File: config.mk
export PLATFORM = sky130hd
export DESIGN_NAME = ksa_swap_loop_flat
export DESIGN_NICKNAME = d
export VERILOG_FILES = /design/src/rtl/ksa_swap_loop_if.sv /design/src/rtl/ksa_swap_loop.sv /design/src/flat_wrapper.sv
export SDC_FILE = /design/constraint.sdc
export NUM_CORES = 1
export LEC_CHECK = 0
export CAP_MARGIN = 10
export CORE_MARGIN = 2
export CORE_UTILIZATION = 29
export DETAILED_ROUTE_END_ITERATION = 16
export GPL_ROUTABILITY_DRIVEN = 1
export SYNTH_ARGS = -nofsm -noshare
export SYNTH_HDL_FRONTEND = slang
export SYNTH_SLANG_ARGS = --single-unit
File: constraint.sdc
create_clock -name clk -period 3.77 [get_ports clk]
set_input_delay 0.754 -clock clk [delete_from_list [all_inputs] [get_ports clk]]
set_output_delay 0.754 -clock clk [all_outputs]
set_load 0.02 [all_outputs]
File: src/rtl/ksa_swap_loop_if.sv
// ksa_swap_loop_if: start/key request plus s-memory port of the RC4 key-schedule swap loop
interface ksa_swap_loop_if #(
  parameter int KEY_LEN = 3
);
  logic                   start;
  logic [8*KEY_LEN-1:0]   secret_key;
  logic [7:0]             q;
  logic [7:0]             address;
  logic [7:0]             data;
  logic                   wren;
  logic                   done;
  modport master (output start, secret_key, q, input address, data, wren, done);
  modport slave  (input start, secret_key, q, output address, data, wren, done);
endinterface

File: src/rtl/ksa_swap_loop.sv
// ksa_swap_loop: RC4 key-scheduling swap loop over a 256-byte s-memory (clk, reset, bus: start/secret_key/q in, address/data/wren/done out; optional KSA_SELF_SWAP_SKIP_EN skips self-swaps)
module ksa_swap_loop #(
  parameter int KEY_LEN = 3
) (
  input  logic             clk,
  input  logic             reset,
  ksa_swap_loop_if.slave   bus
);
  typedef enum logic [2:0] {IDLE, RD_I, WAIT_I, RD_J, WAIT_J, WR_I, WR_J, DONE} state_t;
  state_t state_q, state_d;
  logic [7:0] i_q, i_d, j_q, j_d, si_q, si_d, sj_q, sj_d;
  logic [4:0] k_q, k_d, k_nxt;
  logic [8*KEY_LEN-1:0] key_sh;
  logic [7:0] key_byte, j_upd;
  logic last;
`ifdef KSA_SELF_SWAP_SKIP_EN
  logic skip_q, skip_d;
`endif
  always_ff @(posedge clk) begin
    if (reset) begin
      state_q <= IDLE;
      i_q     <= '0;
      j_q     <= '0;
      k_q     <= '0;
      si_q    <= '0;
      sj_q    <= '0;
`ifdef KSA_SELF_SWAP_SKIP_EN
      skip_q  <= 1'b0;
`endif
    end else begin
      state_q <= state_d;
      i_q     <= i_d;
      j_q     <= j_d;
      k_q     <= k_d;
      si_q    <= si_d;
      sj_q    <= sj_d;
`ifdef KSA_SELF_SWAP_SKIP_EN
      skip_q  <= skip_d;
`endif
    end
  end
  // Byte k sits k bytes below the MSB; shifting it to the top avoids a variable part-select.
  always_comb begin
    key_sh   = bus.secret_key << {k_q, 3'b000};
    key_byte = key_sh[8*KEY_LEN-1 -: 8];
    j_upd    = j_q + bus.q + key_byte;
    k_nxt    = (k_q == 5'(KEY_LEN - 1)) ? 5'd0 : k_q + 5'd1;
    last     = (i_q == 8'hff);
  end
  always_comb begin
    state_d     = state_q;
    i_d         = i_q;
    j_d         = j_q;
    k_d         = k_q;
    si_d        = si_q;
    sj_d        = sj_q;
`ifdef KSA_SELF_SWAP_SKIP_EN
    skip_d      = skip_q;
`endif
    bus.address = '0;
    bus.data    = '0;
    bus.wren    = 1'b0;
    bus.done    = 1'b0;
    case (state_q)
      IDLE, DONE: begin
        bus.done = (state_q == DONE);
        if (bus.start) begin
          state_d = RD_I;
          i_d     = '0;
          j_d     = '0;
          k_d     = '0;
        end
      end
      RD_I: begin
        bus.address = i_q;
        state_d     = WAIT_I;
      end
      WAIT_I: begin
        si_d    = bus.q;
        j_d     = j_upd;
`ifdef KSA_SELF_SWAP_SKIP_EN
        skip_d  = (j_upd == i_q);
`endif
        state_d = RD_J;
      end
      RD_J: begin
        bus.address = j_q;
        state_d     = WAIT_J;
`ifdef KSA_SELF_SWAP_SKIP_EN
        // s[i] == s[j] when j == i, so the two writes would change nothing.
        if (skip_q) begin
          state_d = last ? DONE : RD_I;
          i_d     = i_q + 8'd1;
          k_d     = k_nxt;
        end
`endif
      end
      WAIT_J: begin
        sj_d    = bus.q;
        state_d = WR_I;
      end
      WR_I: begin
        bus.address = i_q;
        bus.data    = sj_q;
        bus.wren    = 1'b1;
        state_d     = WR_J;
      end
      WR_J: begin
        bus.address = j_q;
        bus.data    = si_q;
        bus.wren    = 1'b1;
        state_d     = last ? DONE : RD_I;
        i_d         = i_q + 8'd1;
        k_d         = k_nxt;
      end
      default: state_d = IDLE;
    endcase
  end
endmodule

File: src/flat_wrapper.sv
// flat-port wrapper written by rule: the top's interface ports become plain ports
module ksa_swap_loop_flat 
#(
  parameter int KEY_LEN = 3
)
  (clk, reset, bus_start, bus_secret_key, bus_q, bus_address, bus_data, bus_wren, bus_done);
  ksa_swap_loop_if #(.KEY_LEN(KEY_LEN)) bus_i ();
  input  logic clk;
  input  logic reset;
  input wire logic [$bits(bus_i.start)-1:0] bus_start;
  input wire logic [$bits(bus_i.secret_key)-1:0] bus_secret_key;
  input wire logic [$bits(bus_i.q)-1:0] bus_q;
  output wire logic [$bits(bus_i.address)-1:0] bus_address;
  output wire logic [$bits(bus_i.data)-1:0] bus_data;
  output wire logic [$bits(bus_i.wren)-1:0] bus_wren;
  output wire logic [$bits(bus_i.done)-1:0] bus_done;
  assign bus_i.start = bus_start;
  assign bus_i.secret_key = bus_secret_key;
  assign bus_i.q = bus_q;
  assign bus_address = bus_i.address;
  assign bus_data = bus_i.data;
  assign bus_wren = bus_i.wren;
  assign bus_done = bus_i.done;
  ksa_swap_loop #(.KEY_LEN(KEY_LEN)) u_core (.clk(clk), .reset(reset), .bus(bus_i));
endmodule
Yosys cells after proc, flatten, opt, wreduce, memory -nomap -nowiden
Cells that the tools add are included.
{"block": "totals", "reg_bits": 40, "latch_bits": 0, "ram_bits": 0, "rom_bits": 0, "input_bits": 35, "output_inout_bits": 18, "elab_cells": 43, "n_memories": 0}
{"block": "classes", "add_sub_neg": 4, "n_mul": 0, "div_mod_pow": 0, "order_cmp": 0, "eq_ne": 10, "shift": 1, "muxes": 13, "bitwise": 0, "reduce_logical": 9}
{"op": "$pmux 8 s2", "n": 4}
{"op": "$shl 24x8->24", "n": 1}
{"op": "$pmux 3 s7", "n": 1}
{"op": "$add 8x8->8", "n": 2}
{"op": "$eq 3x3->1 const B", "n": 4}
{"op": "$mux 5", "n": 2}
{"op": "$pmux 5 s2", "n": 1}
{"op": "$add 8x1->8 const B", "n": 1}
{"op": "$eq 8x8->1 const B", "n": 1}
{"op": "$mux 8", "n": 1}
{"op": "$reduce_or 2->1", "n": 4}
{"op": "$eq 3x2->1 const B", "n": 2}
{"op": "$mux 3", "n": 2}
{"op": "$add 5x1->5 const B", "n": 1}
{"op": "$eq 5x2->1 const B", "n": 1}
{"op": "$reduce_and 2->1", "n": 2}
{"op": "$reduce_bool 2->1", "n": 2}
{"op": "$eq 3x1->1 const B", "n": 1}
{"op": "$logic_not 3->1", "n": 1}
{"op": "$mux 1", "n": 2}
{"op": "$ne 2x2->1 const B", "n": 1}

Longest topological paths before layout
Gate-level depths: netlist of run 1.
{"block": "logic_depth", "depth_word": 4, "mapped_depth": 14, "depth_no_buf": 13}

Least setup slack after synthesis of run 1
Ideal clock, no wire load.
{"block": "synth_timing", "path_kind": "input to register", "start": "in bus_secret_key[1]", "end": "reg u_core.j_q[7]", "setup_time_ps": 127, "arrival_time_ps": 2901, "t_required_ps": 3643, "path_slack_ps": 742, "path_stages": 13, "path_buffers": 0, "path_cell_list": "mux2i_1 nor2_1 a21oi_1 nor2_1 fa_1 ha_1 inv_1 fa_1 nor2b_1 o31ai_1 a21oi_1 a211oi_1 or3_1"}
{"block": "synth_between", "elab_chain_len": 3}
{"element": "start, declared", "line_no": "flat_wrapper.sv:11", "rtl": "input wire logic [$bits(bus_i.secret_key)-1:0] bus_secret_key;"}
{"element": "$shl 24x8->24", "line_no": "ksa_swap_loop.sv:44", "rtl": "key_sh = bus.secret_key << {k_q, 3'b000};"}
{"element": "$add 8x8->8", "line_no": "ksa_swap_loop.sv:46", "rtl": "j_upd = j_q + bus.q + key_byte;"}
{"element": "$pmux 8 s2", "line_no": "ksa_swap_loop.sv:64", "rtl": "case (state_q)"}
{"element": "end signal, assigned", "line_no": "ksa_swap_loop.sv:33", "rtl": "j_q <= j_d;"}
{"element": "end, declared", "line_no": "ksa_swap_loop.sv:11", "rtl": "logic [7:0] i_q, i_d, j_q, j_d, si_q, si_d, sj_q, sj_d;"}
No other way between the ends.
A chain may end at the register's enable or synchronous reset.

Worst setup path after layout of run 1
{"block": "layout_timing", "start": "reg u_core.state_q[1]", "end": "out bus_address[1]"}
{"block": "layout_between", "elab_chain_len": 3, "word_cells_on_any_way": 7, "cone_classes": "eq/ne: 4; mux: 1; reduce/logical: 2"}
{"element": "start, declared", "line_no": "ksa_swap_loop.sv:10", "rtl": "state_t state_q, state_d;"}
{"element": "start signal, assigned", "line_no": "ksa_swap_loop.sv:31", "rtl": "state_q <= state_d;"}
{"element": "$eq 3x2->1, or another cell as far along", "line_no": "ksa_swap_loop.sv:64"}
{"element": "$reduce_or 2->1 (no source line)"}
{"element": "$pmux 8 s2 (*)", "line_no": "ksa_swap_loop.sv:64"}
{"element": "end, declared", "line_no": "flat_wrapper.sv:13", "rtl": "output wire logic [$bits(bus_i.address)-1:0] bus_address;"}
Every way passes the cells marked *; elsewhere a longest branch is shown, timed or not.

==> results.cfg, run 1 <==
[cts]
cts_setup_buffers = 0
cts_tree = done
clockBufferDepth = 2
htreeDepth = 2
ctsHoldBuffers = 0
cts_resized = 0
cts.sinks = 40
insertion_delay_ns = 0.29
path_clk_slew_ns = 0.08
cts-root-buf = clkbuf_8
numCtsBuffers = 5

[logic_synthesis]
syn_area_um2 = 2510
yosysTopAreaCellShare_pct = 31.9
synth.most_common_cell = nor2_1
synthXorXnorAreaFrac_pct = 1.74
muxShareOfSynthArea_pct = 7.23
synth_cells = 313
ys_warn_count = 0
yosys.area_share.simple_pct = 23.2
ys_top_cells_by_count = nor2_1 (51), dfxtp_1 (40), nand2_1 (34)
syn_nets = 365
synthDistinctLibCells = 44
synth_adder_area_share_pct = 10.9
synth-seq-area-share_pct = 31.9
synth_top_cell_by_area = dfxtp_1
netlist_top_cells_area = dfxtp_1 (32%), nor2_1 (7.6%), mux2i_1 (6.8%), fa_1 (6.4%), nand2_1 (5.1%)
synth_top_family_by_area = simple AND/OR/NAND/NOR gates
avgSynthCellArea_um2 = 8.02
ys_ff_latch = 40
async_reset_ff_share_pct = 0
synth-edff-count = 0
ys.flop_type = dfxtp_1
synth_compound_area_share_pct = 20.0

[cells_and_area]
fillers = 850
nets = 412
final_util_pct = 38.9
layout-drive-gt1-share_pct = 4.71
area_delta_synth_final_pct = 28.7
diodes = 0

[sta]
tightestPinTransition_ns = 0.715
finalSetupTns_ns = 0
setup_slack_ns = 0.346
timing.final.crit_share_pct = 90.8
hold_viol = 0
finalCriticalPeriod_ns = 3.42
drv_slew = 0
worst_clock_skew_ns = 0.00518
setup_viol = 0
fin_hold_ws_ns = 0.464
rsz0062_at_grt = no
clock.fmax_mhz = 292
max_slew_margin_pct = 52.2

[floorplanning]
fp.dieArea_um2 = 9410
io_pins = 53
die_h_um = 97.0
initial_core_util_pct = 30.2
die_w_um = 97.0
coreArea_um2 = 8300
row_count = 33

[placement]
io_buffers = 52
routabilityCongestion = 0.902
dp_slack_ns = 0.199
hpwl_um = 5030

[pwr]
p_leak_nw = 1.15
ir_drop_v = 0.000172
powerDensity_nw_per_um2 = 318
fin_total_pwr_mw = 1.03

[setup_path]
endpoint_kind = output port
cp_max_fo = 15
start_kind = register
critical_path.top_delay_family = simple AND/OR/NAND/NOR gates
critPathRequiredTime_ns = 3.02
path_class = register to output port
path_buf_inv = 1
cpMaxStageDelayCell = clkdlybuf4s50_1
cpPeakStageDelay_ns = 0.61
arrival_ns = 2.67
cp_cell_sequence = and2b_1, and2_1, a22o_1, clkdlybuf4s50_1

[global_route]
grt_usage_pct = 14.3
antenna_found_initial = 0
grt_pass1_wl_um = 11000
grt_start_max_net_pins = 25
gr-total-overflow = 0
grt_pass1_vias = 2210

[detailed_routing]
dr.pass1.iters = 4
ant_nets = 0
first_iter_violations = 112
route.vias.total = 2358
wl_um = 6700
drc = 0
vias_per_cell = 5.06
routedWlPerCell_um = 14.4

[worst_hold_path]
hold_path.class = register to register

[run]
drv_cap = 0

[outcome]
status = complete, no violations
[cells in the final DEF, fill, tap and decap left out, types with 3 or more instances in the layout]
cell / Yosys / routed
nand2_1: 34 / 34
inv_1: 12 / 12
buf_4: 2 / 5
a22oi_1: 13 / 13
mux2i_1: 17 / 17
a21oi_1: 24 / 24
nor3_1: 7 / 7
ha_1: 9 / 9
fa_1: 8 / 8
nor2_1: 51 / 51
nor2b_1: 13 / 13
a22o_1: 7 / 7
a311oi_1: 6 / 6
nand2b_1: 3 / 3
clkdlybuf4s50_1: 0 / 52
clkbuf_8: 0 / 5
dfxtp_1: 40 / 40
xnor2_1: 3 / 3
nand3_1: 7 / 7
o21ai_0: 10 / 10
[report_power, final]
group          internal (mW)  switching (mW)
Sequential             0.437          0.0186
Clock                  0.196           0.157
Combinational          0.106           0.115
[per-stage QoR]
stage / cells / cell area (µm²)
after floorplan: 313 / 2510
after global placement: 458 / 3120
after detailed placement: 458 / 3120
after CTS: 466 / 3230
after global routing: 466 / 3230
final: 466 / 3230
[metal layers]
metal	track usage, %	vias to the layer above	wire, µm
met2	24.4	49	3230
met1	19.1	1112	3150
li1	-	1193	-
met5	0	-	0
met4	2.38	0	54
met3	2.75	4	268
[logic make-up (layout without fill, tap and decap cells)]
kind of cell,after synthesis,after routing
adder cells (fa/ha/maj),17,17
XOR/XNOR,5,5
AND/OR/NAND/NOR,128,128
buffers and inverters,29,77
multiplexers,18,18
AO/OA/AOI/OAI,76,76
flip-flops,40,40
[sequential cells by signal, indices dropped and copies added (netlist names)]
| signal | cells |
|---|---|
| u_core.si_q | 8 |
| u_core.i_q | 8 |
| u_core.sj_q | 8 |
| u_core.j_q | 8 |
| u_core.k_q | 5 |
| u_core.state_q | 3 |
[worst register-to-register path, stage by stage (launching register included)]
cell	delay [ns]
dfxtp_1	0.74
nor2_1	0.26
a21oi_1	0.20
nor2_1	0.06
fa_1	0.50
ha_1	0.16
inv_1	0.05
fa_1	0.37
nor2b_1	0.18
o31ai_1	0.11
a21oi_1	0.17
a211oi_1	0.07
or3_1	0.34
[layout make-up]
cell class	instances	area (µm²)	share of cell area (%)
Multi-Input combinational cell	244	1580	49.0
Sequential cell	40	801	24.8
Timing Repair Buffer	57	558	17.3
Tap cell	105	131	4.07
Clock buffer	5	68.8	2.13
Inverter	12	45.0	1.39
Clock inverter	3	42.5	1.32
[worst paths after layout]
kind,startpoint,endpoint,slack (ns),cells after the start
max,u_core.state_q[1]$_SDFFE_PP0P_,bus_address[1],0.35,4
min,u_core.si_q[2]$_SDFFE_PP0P_,u_core.si_q[2]$_SDFFE_PP0P_,0.46,2
max reg2reg,u_core.k_q[1]$_SDFFE_PP0P_,u_core.j_q[7]$_SDFFE_PP0P_,0.44,12
min reg2reg,u_core.si_q[2]$_SDFFE_PP0P_,u_core.si_q[2]$_SDFFE_PP0P_,0.46,2
(Power assumes the default switching activity.)
==> run 2, diff against run 1 <==
--- a/config.mk
+++ b/config.mk
@@ -8,8 +8,10 @@
 export CAP_MARGIN = 10
 export CORE_MARGIN = 2
 export CORE_UTILIZATION = 29
+export CTS_BUF_LIST = sky130_fd_sc_hd__clkbuf_2 sky130_fd_sc_hd__clkbuf_4 sky130_fd_sc_hd__clkbuf_8
 export DETAILED_ROUTE_END_ITERATION = 16
 export GPL_ROUTABILITY_DRIVEN = 1
+export SETUP_SLACK_MARGIN = 0.5
 export SYNTH_ARGS = -nofsm -noshare
 export SYNTH_HDL_FRONTEND = slang
 export SYNTH_SLANG_ARGS = --single-unit
==> run 2 against run 1 <==
Clock power barely moved. Routed wire length rose by 1.2%. Worst setup slack improved by 0.30 ns. Cell count rose by 0.21%. Critical path depth rose by 10. Final area rose by 1.7%. Clock skew fell by 0.0011 ns.
==> results.cfg, run 2 (same netlist as run 1, synthesis figures left out) <==
[global_route]
grt_pass1_wl_um = 11000
grt_usage_pct = 14.3
grt_start_max_net_pins = 25
grt_pass1_vias = 2220
antenna_found_initial = 0
gr-total-overflow = 0

[cells_and_area]
final_util_pct = 39.6
multi_input_area_um2 = 1620
diodes = 0
area_delta_synth_final_pct = 30.9
layout-drive-gt1-share_pct = 8.01
nets = 413
regArea_um2 = 806
fillers = 852
instances_no_fill = 467
final_cell_mix = nor2_1 (51), clkdlybuf4s50_1 (50), dfxtp_1 (38)
final_common_cell = nor2_1

[detailed_routing]
drc = 0
vias_per_cell = 5.08
route.vias.total = 2373
dr.pass1.iters = 4
routedWlPerCell_um = 14.5
drt-met1-wl_um = 3200
routed-wl-met2_um = 3280
met3WireLength_um = 262
wl_um = 6780
highest_layer = met4
first_iter_violations = 92
ant_nets = 0

[floorplanning]
row_count = 33
die_h_um = 97.0
die_w_um = 97.0
fp.dieArea_um2 = 9410
io_pins = 53
initial_core_util_pct = 30.2
coreArea_um2 = 8300

[pwr]
powerDensity_nw_per_um2 = 318
p_leak_nw = 1.18
ir_drop_v = 0.000172

[setup_path]
path_class = input pin to register
critPathRequiredTime_ns = 3.95
endpoint_kind = register
r2r_slack_ns = 0.78
arrival_ns = 3.30
r2r_start = u_core.k_q[0]$_SDFFE_PP0P_
reg2regPathDepth = 13
start_kind = input pin
rr_endpoint = u_core.j_q[7]$_SDFFE_PP0P_
cp_max_fo = 3

[placement]
routabilityCongestion = 0.902
dp.cells = 458
hpwl_um = 5030
io_buffers = 52

[worst_hold_path]
holdPathEnd = u_core.si_q[2]$_SDFFE_PP0P_
min_path_cells = 2
hold_path.class = register to register
worstHoldStart = u_core.si_q[2]$_SDFFE_PP0P_

[cts]
numCtsBuffers = 5
cts.sinks = 40
htreeDepth = 2
cts-root-buf = clkbuf_8
ctsHoldBuffers = 0
insertion_delay_ns = 0.29
clockBufferDepth = 2
cts_tree = done
path_clk_slew_ns = 0.08

[sta]
worst_clock_skew_ns = 0.00405
max_slew_margin_pct = 52.5
clock.fmax_mhz = 320
finalCriticalPeriod_ns = 3.12
setup_viol = 0
tightestPinTransition_ns = 0.711
hold_viol = 0
drv_slew = 0
finalSetupTns_ns = 0
fin_hold_ws_ns = 0.462
rsz0062_at_grt = no
timing.final.crit_share_pct = 82.8

[outcome]
status = complete, no violations

[run]
drv_cap = 0
-- run 2: worst max-delay path, cell delays in order --
cell and delay, ns:
clkdlybuf4s50_1 0.39, mux2i_1 0.13, nor2_1 0.05, a21oi_1 0.12
nor2_1 0.08, fa_1 0.40, ha_2 0.21, inv_2 0.06
fa_2 0.22, nor2b_4 0.05, o31ai_4 0.24, a21oi_2 0.09
and4b_1 0.17, or3_1 0.33
-- run 2: worst max path at each step --
stage / to / slack, ns / from / depth (start not counted)
finish: u_core.j_q[7]$_SDFFE_PP0P_ / 0.65 / bus_secret_key[0] / 14
global route: u_core.j_q[7]$_SDFFE_PP0P_ / 0.50 / bus_secret_key[3] / 12
CTS: u_core.j_q[7]$_SDFFE_PP0P_ / 0.52 / bus_secret_key[17] / 14
detailed placement: u_core.j_q[7]$_SDFFE_PP0P_ / 0.20 / bus_secret_key[17] / 14
global placement: u_core.j_q[7]$_SDFFE_PP0P_ / 0.21 / bus_secret_key[1] / 14
floorplan: u_core.j_q[7]$_SDFFE_PP0P_ / 0.74 / bus_secret_key[1] / 13
-- run 2: timing repair --
action / CTS / global route
resized for setup: 4 / 12
pin swaps: 0 / 9
endpoints found under the setup margin: 5 / 2
cloned: 0 / 0
setup buffers: 0 / 1
-- run 2: final cells by class --
class | instances | share of cell area [%]
tap | 105 | 4.00
timing repair buffer | 58 | 17.4
inverter | 12 | 1.37
clock buffer | 5 | 2.09
multi-input combinational | 244 | 49.4
clock inverter | 3 | 1.29
sequential | 40 | 24.5
-- run 2: where the power goes --
group	leakage (nW)	switching, mW	internal (mW)	total [mW]
combinational	0.797	0.124	0.114	0.238
sequential	0.325	0.0185	0.436	0.454
clock	0.0541	0.155	0.196	0.351
-- run 2: per-layer routing --
| layer | global-route usage [%] | vias up |
|---|---|---|
| li1 | - | 1195 |
| met1 | 19.1 | 1120 |
| met2 | 24.5 | 54 |
| met3 | 2.75 | 4 |
| met4 | 2.38 | 0 |
| met5 | 0 | - |
-- run 2: through the flow --
step / worst slack [ns] / power [mW] / instance area [µm²]
after global placement: 0.211 / 0.683 / 3120
after global routing: 0.498 / 1.10 / 3290
after detailed placement: 0.199 / 0.685 / 3120
after CTS: 0.524 / 1.04 / 3240
final: 0.647 / 1.04 / 3290
after floorplan: 0.742 / 0.601 / 2510
==> run 3, diff against run 2 <==
==> constraint.sdc (replaced) <==
create_clock -name clk -period 3.1 [get_ports clk]
set_input_delay 0.62 -clock clk [delete_from_list [all_inputs] [get_ports clk]]
set_output_delay 0.62 -clock clk [all_outputs]
set_load 0.02 [all_outputs]
==> run 3 against run 2 <==
Register-to-register slack lost 0.46 ns. Cell count up 5.8%. Highest routed layer unchanged. Clock power up 30%. Non-clock buffer count rose by 27. Die area stayed put. Critical path type is now register to register. Worst hold slack better by 0.0014 ns. Combinational power grew 53%. Power is 32% higher. Clock skew up 0.0030 ns. Sequential power grew 22%. Global-route usage is 0.93 points higher.
==> results.cfg, run 3 (same netlist as run 1, synthesis figures left out) <==
[global_route]
gr-total-overflow = 0
grt_pass1_wl_um = 11700
grt_start_max_net_pins = 24
antenna_found_initial = 0
grt_pass1_vias = 2391
grt_usage_pct = 15.3

[cts]
numCtsBuffers = 5
ctsHoldBuffers = 0
cts_tree = done
htreeDepth = 2
path_clk_slew_ns = 0.08
cts.sinks = 40
clockBufferDepth = 2
cts-root-buf = clkbuf_8
insertion_delay_ns = 0.30

[pwr]
powerDensity_nw_per_um2 = 384
ir_drop_v = 0.000227
fin_total_pwr_mw = 1.37
p_leak_nw = 1.44

[cells_and_area]
final_util_pct = 43.1
diodes = 0
final_common_cell = nor2_1
nets = 440
fillers = 817
area_delta_synth_final_pct = 42.4
layout-drive-gt1-share_pct = 19.3
final_cell_mix = nor2_1 (48), dfxtp_1 (37), nand2_1 (34)

[sta]
tightestPinTransition_ns = 0.575
fin_hold_ws_ns = 0.463
drv_slew = 0
setup_viol = 0
rsz0062_at_grt = yes
timing.final.crit_share_pct = 89.7
clock.fmax_mhz = 360
max_slew_margin_pct = 61.6
finalCriticalPeriod_ns = 2.78
worst_clock_skew_ns = 0.00709
hold_viol = 0

[setup_path]
path_buf_inv = 1
critical_path.top_delay_family = simple AND/OR/NAND/NOR gates
cp_cell_sequence = or3_4, nor2_4, fa_1, ha_4, inv_2, fa_2, nor2b_4, o31ai_4, a21oi_2, and4b_1, or3_1
cpMaxStageDelayCell = or3_4
critPathRequiredTime_ns = 3.28
endpoint_kind = register
cp_max_fo = 6
arrival_ns = 2.96
path_class = register to register
start_kind = register
cpPeakStageDelay_ns = 0.45

[detailed_routing]
routedWlPerCell_um = 14.5
first_iter_violations = 155
wl_um = 7180
route.vias.total = 2505
vias_per_cell = 5.07
drc = 0
ant_nets = 0
dr.pass1.iters = 4

[outcome]
status = complete, no violations

[floorplanning]
die_w_um = 97.0
row_count = 33
coreArea_um2 = 8300
fp.dieArea_um2 = 9410
die_h_um = 97.0
initial_core_util_pct = 30.2
io_pins = 53

[placement]
routabilityCongestion = 0.923
hpwl_um = 5210
io_buffers = 52

[worst_hold_path]
hold_path.class = register to register

[run]
drv_cap = 0
==> run 3: cell types whose count changed in the layout (fill, tap and decap cells not counted), moves of 2 or more <==
cell / delta
clkdlybuf4s50_1: -29
buf_4: +25
dlygate4sd2_1: +24
ha_4: +5
ha_1: -4
a21oi_1: -3
a21oi_2: +3
nor2_1: -3
nor2_4: +3
buf_2: +2
buf_6: +2
clkbuf_2: +2
nor2b_1: -2
==> run 3: worst paths after layout <==
kind,cells after the start,slack (ns),from,endpoint
min reg2reg,2,0.46,u_core.si_q[1]$_SDFFE_PP0P_,u_core.si_q[1]$_SDFFE_PP0P_
max,11,0.32,u_core.k_q[3]$_SDFFE_PP0P_,u_core.j_q[7]$_SDFFE_PP0P_
min,2,0.46,u_core.si_q[1]$_SDFFE_PP0P_,u_core.si_q[1]$_SDFFE_PP0P_
max reg2reg,11,0.32,u_core.k_q[3]$_SDFFE_PP0P_,u_core.j_q[7]$_SDFFE_PP0P_
==> run 3: worst min-delay path: cells and delay by family, from the launching register on <==
family	cells	cell delay, ns
flip-flops	1	0.32
AND/OR/NAND/NOR	1	0.05
AO/OA/AOI/OAI	1	0.05
==> run 3: metal layers <==
layer	wire length, µm	part of all wire (%)	track usage, %	up-vias
li1	-	-	-	1241
met2	3520	49	24.7	51
met4	54	0.75	3.79	0
met5	0	0	0	-
met1	3320	46	21.0	1205
met3	286	4.0	2.89	8
==> run 3: power breakdown <==
| part | leakage [nW] | switching (mW) | internal (mW) | total (mW) |
|---|---|---|---|---|
| clock network | 0.0614 | 0.195 | 0.263 | 0.458 |
| logic | 1.05 | 0.175 | 0.188 | 0.363 |
| registers | 0.326 | 0.0233 | 0.530 | 0.553 |
| total | 1.44 | 0.393 | 0.981 | 1.37 |
==> run 3: through the flow <==
stage               TNS, ns  cells  setup slack [ns]  area [µm²]
global placement     -0.312    473            -0.263        3240
floorplan                 0    313             0.236        2520
CTS                       0    489             0.271        3450
finish                    0    494             0.319        3570
detailed placement   -0.443    473            -0.335        3240
global route              0    494             0.203        3570
==> run 3: repair_timing <==
action / 4_1_cts / 5_1_grt
gates resized for setup: 51 / 21
setup endpoints to repair: 21 / 8
pin swaps: 31 / 17
buffers inserted: 8 / 5
==> run 3: area by class of cell <==
| cell class | count | area [µm²] | area share (%) |
|---|---|---|---|
| clock buffer | 6 | 82.6 | 2.31 |
| clock inverter | 2 | 38.8 | 1.09 |
| inverter | 12 | 45.0 | 1.26 |
| multi-input combinational | 244 | 1730 | 48.5 |
| sequential | 40 | 810 | 22.6 |
| tap | 105 | 131 | 3.68 |
| timing repair buffer | 85 | 733 | 20.5 |
